===== src/rtl/ctrl_pkg.sv =====
// ctrl_pkg: shared types and encodings for the fetch/decode/execute sequencer.
// Optional feature macro: CTRL_SEQ_SINGLE_STEP_EN (adds the PAUSE state).
package ctrl_pkg;

  // Sequencer states; PAUSE exists only in single-step builds.
  typedef enum logic [2:0] {
    ST_IDLE   = 3'd0,
    ST_FETCH  = 3'd1,
    ST_DECODE = 3'd2,
    ST_OPND   = 3'd3,
    ST_EXEC   = 3'd4,
    ST_HALT   = 3'd5
`ifdef CTRL_SEQ_SINGLE_STEP_EN
    , ST_PAUSE = 3'd6
`endif
  } state_t;

  // Instruction classes held in IR[7:6].
  localparam logic [1:0] CLS_MOV = 2'b00;
  localparam logic [1:0] CLS_ALU = 2'b01;
  localparam logic [1:0] CLS_LDI = 2'b10;
  localparam logic [1:0] CLS_SYS = 2'b11;

  // Select codes for the register block's input mux.
  localparam logic [1:0] BUS_RF  = 2'd0;
  localparam logic [1:0] BUS_ALU = 2'd1;
  localparam logic [1:0] BUS_IMM = 2'd2;

  // Special encodings inside the system class.
  localparam logic [7:0] HLT_ENC    = 8'hFF;
  localparam logic [4:0] JMP_PREFIX = 5'b11001;

endpackage


===== src/rtl/ctrl_sequencer_decoder.sv =====
// instr_decoder: purely combinational split of the instruction register
// into class, register fields and the control flags the sequencer needs.
module instr_decoder
  import ctrl_pkg::*;
(
  input  logic [7:0] ir,
  output logic [1:0] op_class,
  output logic [2:0] dst,
  output logic [2:0] src,
  output logic [2:0] func,
  output logic       needs_operand,
  output logic       is_halt,
  output logic       is_jmp
);

  // Field extraction; the destination field moves depending on class.
  always_comb begin
    op_class      = ir[7:6];
    dst           = 3'd0;
    src           = ir[2:0];
    func          = ir[5:3];
    needs_operand = 1'b0;
    is_halt       = 1'b0;
    is_jmp        = 1'b0;
    case (ir[7:6])
      CLS_MOV: dst = ir[5:3];
      CLS_ALU: dst = ir[2:0];
      CLS_LDI: begin
        dst           = ir[5:3];
        needs_operand = 1'b1;
      end
      CLS_SYS: begin
        is_jmp        = (ir[7:3] == JMP_PREFIX);
        needs_operand = (ir[7:3] == JMP_PREFIX);
        is_halt       = (ir == HLT_ENC);
      end
      default: dst = 3'd0;
    endcase
  end

endmodule


===== src/rtl/ctrl_sequencer.sv =====
// ctrl_sequencer: multi-cycle fetch/decode/execute control for the 8x8
// register block. All outputs are flops loaded from next-state values, so
// control lines are glitch-free and line up with the state they belong to.
// Optional feature macro: CTRL_SEQ_SINGLE_STEP_EN (step input, PAUSE after EXEC).
module ctrl_sequencer
  import ctrl_pkg::*;
#(
  parameter logic [7:0] RESET_PC = 8'h00,
  parameter bit         AUTO_RUN = 1'b0
) (
  input  logic       clk,
  input  logic       rst_n,
  input  logic       run,
  output logic       instr_req,
  output logic [7:0] instr_addr,
  input  logic       instr_valid,
  input  logic [7:0] instr_data,
  output logic       rf_we,
  output logic       rf_oe,
  output logic [2:0] rf_iaddr,
  output logic [2:0] rf_oaddr,
  output logic [1:0] bus_sel,
  output logic [7:0] imm,
  output logic [2:0] alu_op,
  output logic       halted
`ifdef CTRL_SEQ_SINGLE_STEP_EN
  ,
  input  logic       step
`endif
);

  state_t     state_q, state_d;
  logic [7:0] pc_q, pc_d;
  logic [7:0] ir_q, ir_d;
  logic [7:0] imm_q, imm_d;

  logic       instr_req_q, instr_req_d;
  logic [7:0] instr_addr_q, instr_addr_d;
  logic       rf_we_q, rf_we_d;
  logic       rf_oe_q, rf_oe_d;
  logic [2:0] rf_iaddr_q, rf_iaddr_d;
  logic [2:0] rf_oaddr_q, rf_oaddr_d;
  logic [1:0] bus_sel_q, bus_sel_d;
  logic [2:0] alu_op_q, alu_op_d;
  logic       halted_q, halted_d;

  logic [1:0] dec_class;
  logic [2:0] dec_dst, dec_src, dec_func;
  logic       dec_needs_operand, dec_is_halt, dec_is_jmp;

  instr_decoder u_decoder (
    .ir            (ir_q),
    .op_class      (dec_class),
    .dst           (dec_dst),
    .src           (dec_src),
    .func          (dec_func),
    .needs_operand (dec_needs_operand),
    .is_halt       (dec_is_halt),
    .is_jmp        (dec_is_jmp)
  );

  // Next-state, PC, IR and immediate update.
  always_comb begin
    state_d = state_q;
    pc_d    = pc_q;
    ir_d    = ir_q;
    imm_d   = imm_q;
    case (state_q)
      ST_IDLE: begin
        if (run || AUTO_RUN) state_d = ST_FETCH;
        else                 state_d = ST_IDLE;
      end
      ST_FETCH: begin
        if (instr_valid) begin
          ir_d    = instr_data;
          pc_d    = pc_q + 8'd1;
          state_d = ST_DECODE;
        end else begin
          state_d = ST_FETCH;
        end
      end
      ST_DECODE: begin
        if (dec_is_halt)            state_d = ST_HALT;
        else if (dec_needs_operand) state_d = ST_OPND;
        else                        state_d = ST_EXEC;
      end
      ST_OPND: begin
        if (instr_valid) begin
          imm_d   = instr_data;
          pc_d    = pc_q + 8'd1;
          state_d = ST_EXEC;
        end else begin
          state_d = ST_OPND;
        end
      end
      ST_EXEC: begin
        if (dec_is_jmp) pc_d = imm_q;
        else            pc_d = pc_q;
`ifdef CTRL_SEQ_SINGLE_STEP_EN
        state_d = ST_PAUSE;
`else
        state_d = ST_FETCH;
`endif
      end
      ST_HALT: begin
        if (run) state_d = ST_FETCH;
        else     state_d = ST_HALT;
      end
`ifdef CTRL_SEQ_SINGLE_STEP_EN
      ST_PAUSE: begin
        if (step) state_d = ST_FETCH;
        else      state_d = ST_PAUSE;
      end
`endif
      default: state_d = ST_IDLE;
    endcase
  end

  // Output values for the state being entered, so they register in step with it.
  always_comb begin
    instr_req_d  = (state_d == ST_FETCH) || (state_d == ST_OPND);
    instr_addr_d = 8'h00;
    halted_d     = (state_d == ST_HALT);
    rf_we_d      = 1'b0;
    rf_oe_d      = 1'b0;
    rf_iaddr_d   = 3'd0;
    rf_oaddr_d   = 3'd0;
    bus_sel_d    = BUS_RF;
    alu_op_d     = 3'd0;
    if (instr_req_d) instr_addr_d = pc_d;
    else             instr_addr_d = 8'h00;
    if (state_d == ST_EXEC) begin
      case (dec_class)
        CLS_MOV: begin
          rf_oe_d    = 1'b1;
          rf_oaddr_d = dec_src;
          rf_we_d    = 1'b1;
          rf_iaddr_d = dec_dst;
          bus_sel_d  = BUS_RF;
        end
        CLS_ALU: begin
          rf_we_d    = 1'b1;
          rf_iaddr_d = dec_dst;
          bus_sel_d  = BUS_ALU;
          alu_op_d   = dec_func;
        end
        CLS_LDI: begin
          rf_we_d    = 1'b1;
          rf_iaddr_d = dec_dst;
          bus_sel_d  = BUS_IMM;
        end
        default: rf_we_d = 1'b0;  // JMP and NOP never write
      endcase
    end else begin
      rf_we_d = 1'b0;
    end
  end

  // State and output registers; reset aborts any in-flight instruction.
  always_ff @(posedge clk or negedge rst_n) begin
    if (!rst_n) begin
      state_q      <= ST_IDLE;
      pc_q         <= RESET_PC;
      ir_q         <= 8'h00;
      imm_q        <= 8'h00;
      instr_req_q  <= 1'b0;
      instr_addr_q <= 8'h00;
      rf_we_q      <= 1'b0;
      rf_oe_q      <= 1'b0;
      rf_iaddr_q   <= 3'd0;
      rf_oaddr_q   <= 3'd0;
      bus_sel_q    <= 2'd0;
      alu_op_q     <= 3'd0;
      halted_q     <= 1'b0;
    end else begin
      state_q      <= state_d;
      pc_q         <= pc_d;
      ir_q         <= ir_d;
      imm_q        <= imm_d;
      instr_req_q  <= instr_req_d;
      instr_addr_q <= instr_addr_d;
      rf_we_q      <= rf_we_d;
      rf_oe_q      <= rf_oe_d;
      rf_iaddr_q   <= rf_iaddr_d;
      rf_oaddr_q   <= rf_oaddr_d;
      bus_sel_q    <= bus_sel_d;
      alu_op_q     <= alu_op_d;
      halted_q     <= halted_d;
    end
  end

  assign instr_req  = instr_req_q;
  assign instr_addr = instr_addr_q;
  assign rf_we      = rf_we_q;
  assign rf_oe      = rf_oe_q;
  assign rf_iaddr   = rf_iaddr_q;
  assign rf_oaddr   = rf_oaddr_q;
  assign bus_sel    = bus_sel_q;
  assign imm        = imm_q;
  assign alu_op     = alu_op_q;
  assign halted     = halted_q;

endmodule


===== config.mk =====
export PLATFORM = sky130hd
export DESIGN_NAME = ctrl_sequencer
export DESIGN_NICKNAME = d
export VERILOG_FILES = /design/src/rtl/ctrl_pkg.sv /design/src/rtl/ctrl_sequencer_decoder.sv /design/src/rtl/ctrl_sequencer.sv
export SDC_FILE = /design/constraint.sdc
export NUM_CORES = 1
export LEC_CHECK = 0
export CELL_PAD_IN_SITES_DETAIL_PLACEMENT = 1
export CELL_PAD_IN_SITES_GLOBAL_PLACEMENT = 1
export CORE_ASPECT_RATIO = 1.4
export CORE_MARGIN = 2
export CORE_UTILIZATION = 43
export DETAILED_ROUTE_END_ITERATION = 8
export PLACE_DENSITY = 0.95
export SLEW_MARGIN = 10
export SYNTH_ARGS = -nofsm -noshare
export SYNTH_HDL_FRONTEND = slang
export SYNTH_SLANG_ARGS = --single-unit

===== constraint.sdc =====
create_clock -name clk -period 4.96 [get_ports clk]
set_clock_uncertainty 0.15 [all_clocks]
set_input_delay 0.992 -clock clk [delete_from_list [all_inputs] [get_ports clk]]
set_output_delay 0.992 -clock clk [all_outputs]
set_load 0.1 [all_outputs]

==> out/metrics.cfg, run 1 <==
[run]
cap_violations=0

[global_routing]
overflow=0
antenna_found_initial=0
grt_pass1_vias=1859
grt_pass1_wl_um=9250
grt_max_degree=51
grt_usage=0.215

[synthesis]
yosys_warnings=0
yosys-top-cells-area=dfrtp_1, nand2_1, a21oi_1
synth.net_count=228
yosys.area.top_type=dfrtp_1
avgSynthCellArea_um2=10.4
synth_top_area_frac=0.561
synthesis.instances=215
seq_area_frac_synth=0.561
yosysUniqueCellTypes=44
synth-seq-cells=50
synth_edf_count=0
netlist_area_um2=2230
async_reset_ff_frac=1.00
synth-main-ff-cell=dfrtp_1

[clocking]
cts_buffers=5
cts.sinks=50
clock_path_buffers=2
root_buffer=clkbuf_8
clk_pin_slew_ps=90
postCtsSetupBuffers=0
clk_latency_ps=300
hold_buffers=0
h-tree-depth=2
cts_tree=yes
post_cts_resized=0

[placement]
placed_area_um2=2670
place.gp.congestion=0.830
dpl.hpwl_um=4090
io_buffers=42

[setup_path]
end_kind=output port
critPathKind=register to output port
critical_path_buf_inv_count=1
startpoint_type=register
path_delay_family=buffers and inverters
critPathArrivalTime_ps=1880
r2r_slack_ps=2810
worstPathRequired_ps=3820
cpPeakStageDelay_ps=1160
cpMaxStageDelayCell=clkdlybuf4s50_1
path_max_fanout=3
cp_cell_sequence=clkdlybuf4s50_1

[layout]
fin_nets=269
syn_to_final_growth_pct=24.2
post-route-cell-area_um2=2770
multi_input_area_um2=902
ff_latch_area_um2=1250
drive_gt1_frac=0.105
fillerInstances=571
final_cell_mix=dfrtp_1, nand2_1, clkdlybuf4s50_1
diodes=0
final_common_cell=dfrtp_1

[route]
vias=1758
routed_wl_um=5570
routedWlPerCell_um=17.2
drt_iter0_drc=38
first_pass_iters=4
ant_nets=0
drc_errors=0
via_per_inst=5.44

[timing]
slew_violations=0
setup_viol=0
whs_ps=375
fmax_mhz=331
rsz0062_at_grt=no
period_share=0.610
finalCriticalPeriod_ps=3020
worstMarginPinSlew_ps=1070
setup-tns-final_ps=0
max_slew_margin=0.286
hold_viol=0

[floorplan]
io_pins=43
die-area_um2=5790
coreArea_um2=5080
initial_core_util=0.439
die_h_um=89.3
die_x_um=64.9
core.rowCount=31

[status]
status=finished, final reports clean

[worst_hold_path]
min_path_type=register to register

stage by stage:
step | setup slack [ps] | util | std cells
3_5_place_dp | 1730 | 0.525 | 315
5_1_grt | 1840 | 0.545 | 323
4_1_cts | 1930 | 0.545 | 323
3_3_place_gp | 1820 | 0.525 | 315
6_report | 1940 | 0.545 | 323
2_1_floorplan | 2880 | - | 215
cell usage after synthesis (4+ instances only):
master,instances
nor2b_1,5
mux2_2,8
nand2_1,43
dfrtp_1,50
and2b_1,4
nor3_1,5
o21ai_0,8
nand4_1,4
nor2_1,16
a21oi_1,18
registers in the layout, summed over array words and instances, names as in the netlist:
register,flops
imm,8
instr_addr,8
ir_q,8
pc_q,8
alu_op,3
rf_iaddr,3
rf_oaddr,3
state_q,3
bus_sel,2
halted,1
instr_req,1
rf_oe,1
rf_we,1
final cells by class:
class,instances,area share
Clock buffer,7,0.0348
Clock inverter,1,0.00316
Inverter,4,0.00542
Multi-Input combinational cell,153,0.326
Sequential cell,50,0.451
Tap cell,66,0.0298
Timing Repair Buffer,42,0.150
cell families after synthesis:
| group | synth area share |
|---|---|
| AO/OA/AOI/OAI | 0.123 |
| adder cells (fa/ha/maj) | 0.00560 |
| buffers and inverters | 0.0353 |
| flip-flops | 0.561 |
| multiplexers | 0.0404 |
| AND/OR/NAND/NOR | 0.235 |
layer usage:
metal,GRT usage,wire length (um),vias to the layer above
met1,0.244,2210,890
met5,0,0,-
li1,-,-,828
met3,0.0378,167,7
met2,0.404,3100,33
met4,0.0716,95,0
path summary, 6_finish.rpt:
| path | startpoint | to | cells after the start |
|---|---|---|---|
| max in group asynchronous | rst_n | pc_q[4] | 1 |
| setup reg to reg | state_q[2] | rf_oaddr[2] | 4 |
| hold reg to reg | imm[4] | imm[4] | 2 |
| setup / recovery | imm[0] | imm[0] | 1 |
| min in group asynchronous | rst_n | alu_op[0] | 1 |
| hold / removal | imm[4] | imm[4] | 2 |
Power of run 1 is not shown: default switching activity piles up to over one toggle a cycle in this logic, so the estimate is an artifact.
==> run 2, diff against run 1 <==
Settings changed: CORE_UTILIZATION 43 to 40, PLACE_DENSITY 0.95 to 0.89.
Clock period 4.96 ns to 2.9 ns, I/O delays scaled along.
==> out/metrics.cfg, run 2 (same netlist as run 1, synthesis figures left out) <==
[floorplan]
die_h_um=92.4
initial_core_util=0.410
die-area_um2=6200
io_pins=43
core.rowCount=32
die_x_um=67.1
coreArea_um2=5450

[setup_path]
cp-startpoint=instr_valid
critPathArrivalTime_ps=2320
worstPathRequired_ps=2910
critPathKind=input port to register
path_delay_family=buffers and inverters
startpoint_type=input port
cpMaxStageDelayCell=clkdlybuf4s50_1
cpPeakStageDelay_ps=630
cp_cell_sequence=clkdlybuf4s50_1 > nand4b_2 > clkinv_1 > a31oi_2 > nor2_1
path_max_fanout=12
r2r_slack_ps=870
end_kind=register
timing.rr.start=ir_q[3]
rr_worst_depth=4
rr_endpoint=rf_iaddr[1]
critical_path_buf_inv_count=2

[timing]
setup-tns-final_ps=0
fmax_mhz=434
rsz0062_at_grt=no
max_slew_margin=0.591
hold_viol=0
slew_violations=0
period_share=0.795
finalCriticalPeriod_ps=2300
setup_viol=0
worstMarginPinSlew_ps=613

[layout]
diodes=0
final_common_cell=dfrtp_1
syn_to_final_growth_pct=20.3
final_cell_mix=dfrtp_1, nand2_1, buf_4
fin_nets=271
drive_gt1_frac=0.225

[placement]
io_buffers=42
dpl.hpwl_um=4140
place.gp.congestion=0.799

[route]
drc_errors=0
routedWlPerCell_um=16.9
drt_iter0_drc=48
vias=1752
first_pass_iters=4
via_per_inst=5.37
ant_nets=0
routed_wl_um=5510

[clocking]
postCtsSetupBuffers=0
clk_pin_slew_ps=90
clk_latency_ps=300
cts_tree=yes
cts.sinks=50
root_buffer=clkbuf_8
clock_path_buffers=2
cts_buffers=5
post_cts_resized=0
hold_buffers=0
h-tree-depth=2

[global_routing]
globalRouteMet3Util=0.0328
antenna_found_initial=0
met2_usage=0.353
grt_pass1_vias=1864
grt_max_degree=51
overflow=0
grt_usage=0.195
grt_pass1_wl_um=9220
grt_use_met1=0.231
gr-max-usage-layer=met2

[status]
status=finished, final reports clean

[run]
cap_violations=0

[worst_hold_path]
min_path_type=input port to async pin

==> run 2: changes by cell type in the layout (fill, tap and decap cells not counted) <==
cell and change:
clkbuf_8 -2, clkinvlp_4 +1, clkbuf_1 +1, clkdlybuf4s50_1 -31, clkinv_4 -1, buf_4 +33
==> run 2: per-layer routing <==
| metal | vias to the layer above | routed length (um) |
|---|---|---|
| met4 | 0 | 74 |
| met2 | 34 | 3060 |
| met3 | 7 | 199 |
| li1 | 831 | - |
| met5 | - | 0 |
| met1 | 880 | 2170 |
==> run 2: through the flow <==
| step | setup WS (ps) | utilization | hold WS, ps | std cells | cell area, um^2 |
|---|---|---|---|---|---|
| 3_3_place_gp | 343 | 0.479 | 340 | 319 | 2610 |
| 5_1_grt | 428 | 0.493 | 290 | 326 | 2690 |
| 3_5_place_dp | 224 | 0.479 | 371 | 319 | 2610 |
| 6_report | 596 | 0.493 | 225 | 326 | 2690 |
| 2_1_floorplan | 1230 | - | 134 | 215 | 2230 |
| 4_1_cts | 563 | 0.493 | 244 | 326 | 2690 |
==> run 2: worst max-delay path by stage <==
| stage | endpoint | slack, ps | depth (start not counted) |
|---|---|---|---|
| after floorplan | instr_addr[6] | 1230 | 4 |
| after global placement | rf_oaddr[1] | 340 | 5 |
| after detailed placement | rf_iaddr[1] | 220 | 5 |
| after CTS | rf_iaddr[1] | 560 | 5 |
| after global routing | alu_op[2] | 430 | 5 |
| final | rf_iaddr[1] | 600 | 5 |
==> run 2: worst reg2reg max path: cells and delay by family (launching register included) <==
kind	cells	cell delay (ps)
flops	1	540
simple gates	3	670
compound gates	1	540
==> run 2: cell type report <==
type	count	area, um^2
Fill cell	637	2760
Multi-Input combinational cell	153	902
Clock buffer	6	72.6
Clock inverter	1	7.51
Tap cell	68	85.1
Inverter	4	15.0
Sequential cell	50	1250
Timing Repair Buffer	44	353
Power of run 2 is left out for the same reason.
